File: src/rtl/serial_min2_finder.sv
// Serial two-minimum finder for LDPC check-node messages: streams one signed
// message per beat and reports the two smallest magnitudes, min index, sign parity and degree.
module serial_min2_finder #(
    parameter int BITS    = 8,
    parameter int DEG_MAX = 32,
    localparam int IW     = $clog2(DEG_MAX)
) (
    input  logic            clk,
    input  logic            rst_n,
    input  logic            in_valid,
    output logic            in_ready,
    input  logic [BITS-1:0] in_data,
    input  logic            in_last,
    output logic            out_valid,
    input  logic            out_ready,
    output logic [BITS-2:0] out_min1,
    output logic [BITS-2:0] out_min2,
    output logic [IW-1:0]   out_idx,
    output logic            out_sign,
    output logic [IW:0]     out_deg
);

    // Handshakes: a beat moves on a rising edge with in_valid & in_ready, a result
    // moves with out_valid & out_ready; valid never depends on the matching ready.
    localparam logic [1:0] S_IDLE = 2'd0;
    localparam logic [1:0] S_ACC  = 2'd1;
    localparam logic [1:0] S_HOLD = 2'd2;

    localparam logic [BITS-2:0] MAG_MAX  = {(BITS-1){1'b1}};
    localparam logic [BITS-1:0] MOST_NEG = {1'b1, {(BITS-1){1'b0}}};
    localparam logic [IW:0]     DEG_FULL = (IW+1)'(DEG_MAX);

    logic [1:0]      state;
    logic [BITS-2:0] min1_q;
    logic [BITS-2:0] min2_q;
    logic [IW-1:0]   idx_q;
    logic            sign_q;
    logic [IW:0]     cnt_q;

    logic            in_sign;
    logic [BITS-1:0] neg_data;
    logic [BITS-2:0] mag;
    logic [IW:0]     cnt_next;
    logic            frame_end;

    assign in_ready  = (state != S_HOLD);
    assign out_valid = (state == S_HOLD);
    assign out_min1  = min1_q;
    assign out_min2  = min2_q;
    assign out_idx   = idx_q;
    assign out_sign  = sign_q;
    assign out_deg   = cnt_q;

    // The most negative code has no positive twin, so it saturates to MAG_MAX.
    always_comb begin
        in_sign  = in_data[BITS-1];
        neg_data = ~in_data + 1'b1;
        if (in_data == MOST_NEG) begin
            mag = MAG_MAX;
        end else if (in_sign) begin
            mag = neg_data[BITS-2:0];
        end else begin
            mag = in_data[BITS-2:0];
        end
    end

    // Count after this beat; reaching DEG_MAX closes the frame so cnt never wraps.
    always_comb begin
        cnt_next  = (state == S_IDLE) ? (IW+1)'(1) : cnt_q + 1'b1;
        frame_end = in_last || (cnt_next == DEG_FULL);
    end

    always_ff @(posedge clk or negedge rst_n) begin
        if (!rst_n) begin
            state  <= S_IDLE;
            min1_q <= MAG_MAX;
            min2_q <= MAG_MAX;
            idx_q  <= '0;
            sign_q <= 1'b0;
            cnt_q  <= '0;
        end else begin
            case (state)
                S_IDLE: begin
                    if (in_valid) begin
                        min1_q <= mag;
                        min2_q <= MAG_MAX;
                        idx_q  <= '0;
                        sign_q <= in_sign;
                        cnt_q  <= cnt_next;
                        state  <= frame_end ? S_HOLD : S_ACC;
                    end
                end
                S_ACC: begin
                    if (in_valid) begin
                        // Strict less-than: an equal later value only competes for min2.
                        if (mag < min1_q) begin
                            min2_q <= min1_q;
                            min1_q <= mag;
                            idx_q  <= cnt_q[IW-1:0];
                        end else if (mag < min2_q) begin
                            min2_q <= mag;
                        end
                        sign_q <= sign_q ^ in_sign;
                        cnt_q  <= cnt_next;
                        if (frame_end) begin
                            state <= S_HOLD;
                        end
                    end
                end
                S_HOLD: begin
                    if (out_ready) begin
                        state <= S_IDLE;
                    end
                end
                default: state <= S_IDLE;
            endcase
        end
    end

endmodule

File: config.mk
export PLATFORM = sky130hd
export DESIGN_NAME = serial_min2_finder
export DESIGN_NICKNAME = d
export VERILOG_FILES = /design/src/rtl/serial_min2_finder.sv
export SDC_FILE = /design/constraint.sdc
export NUM_CORES = 1
export LEC_CHECK = 0
export ABC_AREA = 0
export BUFFER_PORTS_ARGS = -buffer_cell sky130_fd_sc_hd__buf_4
export CAP_MARGIN = 10
export CORE_MARGIN = 4
export CORE_UTILIZATION = 55
export DETAILED_ROUTE_END_ITERATION = 7
export GPL_TIMING_DRIVEN = 0
export PLACE_DENSITY = 0.8
export SETUP_SLACK_MARGIN = 0.15
export SYNTH_ARGS = -nofsm -noshare
export SYNTH_HDL_FRONTEND = slang
export SYNTH_SLANG_ARGS = --single-unit
File: constraint.sdc
create_clock -name clk -period 5.58 [get_ports clk]
set_input_delay 0.837 -clock clk [delete_from_list [all_inputs] [get_ports clk]]
set_output_delay 0.837 -clock clk [all_outputs]
set_load 0.02 [all_outputs]
==> flow_metrics.py <==
metrics = {
    "cts": {
        "hold_buffers": 0,
        "cts.sinks": 28,
        "cts_buffers": 3,
        "clk_latency_ns": 0.33,
        "cts_tree": "done",
        "cts_buffer_depth": 2,
        "htree_levels": 1,
        "postCtsResizedCells": 0,
        "cts_setup_buffers": 0,
        "cts.clk_slew.worst_paths_ns": 0.15,
        "cts_root_buf": "clkbuf_4",
    },
    "synth": {
        "yosysMostFrequentCell": "nand2_1",
        "netlist_area_um2": 1920,
        "synth_edf_count": 0,
        "synth.area.mux_share": 0.0645,
        "synth.top_cell.area_share": 0.192,
        "synth-async-reset-ratio": 1.00,
        "synth_top_area_cell": "dfstp_2",
        "yosysWarnings": 0,
        "ys_ff_latch": 28,
        "synth_xor_area_frac": 0.0182,
        "synthAdderAreaFrac": 0.0912,
        "ys_types": 41,
        "syn-num-nets": 232,
        "synth_flop_cell": "dfstp_2",
        "yosys.area_share.simple": 0.180,
        "synth-compound-area-share": 0.215,
        "synth_common_cells": "nand2_1 (27), inv_1 (18), dfrtp_1 (14), dfstp_2 (14), ha_1 (14)",
        "syn_inst": 205,
        "ys_seq_area_frac": 0.374,
        "synth_top_family_by_area": "compound AO/OA/AOI/OAI gates",
        "synth_area_leaders": "dfstp_2 (19%), dfrtp_1 (18%), ha_1 (9.1%)",
        "synth_area_per_cell_um2": 9.37,
    },
    "drt": {
        "routed_wl_mm": 4.04,
        "vias_per_cell": 5.47,
        "vias": 1615,
        "postRouteAntennaNets": 0,
        "wl_per_cell_um": 13.7,
        "drc": 0,
        "drt_iter0_markers": 87,
        "dr.pass1.iters": 4,
    },
    "placement": {
        "dp.cells": 291,
        "dpl_worst_slack_ns": 1.73,
        "port-buffer-count": 40,
        "dp.final_hpwl_mm": 3.11,
        "place_congestion": 0.855,
    },
    "outcome": {
        "status": "completed",
    },
    "power_and_ir_drop": {
        "p_total_uw": 901,
        "power.leakage_uw": 0.00114,
        "power.density_nw_per_um2": 386,
        "ir_worst_vdd_uv": 286,
    },
    "timing": {
        "final_max_slew_viol_count": 0,
        "finClkSkew_ns": 0.0172,
        "worstMarginPinSlew_ns": 0.760,
        "tns_ns": 0,
        "setup_viol": 0,
        "max_freq_mhz": 283,
        "finalHoldViolCount": 0,
        "layout_setup_ws_ns": 2.04,
        "fin_crit_sh": 0.634,
        "period_needed_ns": 3.54,
        "rsz0062_at_grt": "no",
        "relSlewSlack": 0.492,
    },
    "grt": {
        "grt_max_degree": 29,
        "antenna_found_initial": 0,
        "grt_pass1_vias": 1489,
        "grt_pass1_wl_mm": 6.87,
        "gr-total-overflow": 0,
        "grtUsageTotal": 0.196,
    },
    "cells_and_area": {
        "utilization": 0.693,
        "area_growth_pct": 21.4,
        "n_antenna_cell": 0,
        "n_fill_cell": 280,
        "drive_above_1_share": 0.281,
        "fin_nets": 277,
        "stdcell_count": 295,
    },
    "setup_path": {
        "worstPathRequired_ns": 5.83,
        "critPathMaxFanout": 7,
        "critPathCaptureType": "register",
        "critPathLaunchType": "input port",
        "arrival_ns": 3.79,
        "path_class": "in -> reg",
    },
    "run": {
        "cap_violations": 0,
    },
    "floorplan": {
        "die_w_um": 67.1,
        "die_h_um": 67.1,
        "num_io_pins": 41,
        "core_um2": 3360,
        "die-area_um2": 4500,
        "initial_core_util": 0.571,
        "fp-row-count": 21,
    },
    "worst_hold_path": {
        "hp-class": "in -> async",
    },
}
==> placed cells by master (no fill, tap or decap), types with 3 or more instances in the layout <==
| cell type | count |
|---|---|
| buf_4 | 40 |
| nand2_1 | 27 |
| inv_1 | 18 |
| ha_1 | 14 |
| dfrtp_1 | 14 |
| dfstp_2 | 14 |
| a21oi_1 | 11 |
| nor2_1 | 10 |
| mux2i_1 | 9 |
| o21ai_0 | 8 |
| clkbuf_1 | 7 |
| or4_1 | 6 |
| o21a_1 | 6 |
| nor2b_1 | 5 |
| o31ai_1 | 5 |
| a211oi_1 | 4 |
| nand2b_1 | 4 |
| nand3_1 | 4 |
| nor3_1 | 4 |
| a22o_1 | 4 |
| mux2_2 | 3 |
| clkbuf_4 | 3 |
==> flip-flops by register name, indices dropped and copies added, names as in the netlist <==
signal / cells
out_min2: 7
out_deg: 6
out_sign: 1
out_idx: 5
out_min1: 7
state: 2
==> power by group <==
| group | switching [uW] | internal [uW] | leakage (uW) |
|---|---|---|---|
| Combinational | 262 | 188 | 0.000779 |
| Clock | 57.5 | 72.7 | 0.0000279 |
| Sequential | 40.3 | 280 | 0.000335 |
| Total | 360 | 541 | 0.00114 |
==> critical path, cell delays in order <==
cell	delay (ns)
buf_4	0.14
inv_1	0.08
ha_1	0.21
nor4b_4	0.25
nand2_2	0.16
o211ai_1	0.23
ha_1	0.31
o21a_1	0.16
o21ai_0	0.14
a21oi_1	0.08
o2111a_1	0.28
o41ai_4	0.63
mux2i_1	0.28
==> cells by family (layout without fill, tap and decap cells) <==
logic type	after synthesis	after routing
and+or+nand+nor	67	67
AOI/OAI and AO/OA	53	53
DFF	28	28
buffers and inverters	27	71
adders and majority gates	14	14
muxes	12	12
xor gates and xnor gates	4	4
==> metal layers <==
layer	GRT usage	up-vias	wire length, um
li1	-	819	-
met1	0.276	757	1930
met2	0.317	37	1860
met3	0.0388	2	229
met4	0.0253	0	21
met5	0	-	0
==> stage by stage <==
stage	hold WS [ns]	area (um^2)
after global routing	0.396	2330
final	0.387	2330
after CTS	0.390	2330
after global placement	0.465	2280
after detailed placement	0.483	2280
after floorplan	0.472	1920
==> path summary, 6_finish.rpt <==
path | from | end | slack (ns) | depth (start not counted)
max | in_data[0] | out_min2[6] | 2.04 | 13
min | rst_n | out_idx[4] | 0.39 | 1
max reg2reg | out_min2[1] | out_min2[6] | 3.04 | 8
min reg2reg | out_min2[5] | out_min2[5] | 0.51 | 2
max in group asynchronous | rst_n | out_min2[6] | 4.87 | 1
min in group clk | out_min2[5] | out_min2[5] | 0.51 | 2
==> layout make-up <==
class	instances	area (um^2)	area share
multi-input combinational	150	1090	0.469
timing repair buffer	40	300	0.129
clock buffer	3	22.5	0.00966
buffer	9	42.5	0.0183
sequential	28	718	0.308
inverter	18	67.6	0.0290
tap	46	57.6	0.0247
clock inverter	1	30.0	0.0129
No activity file was read; power rests on OpenSTA's default activity.
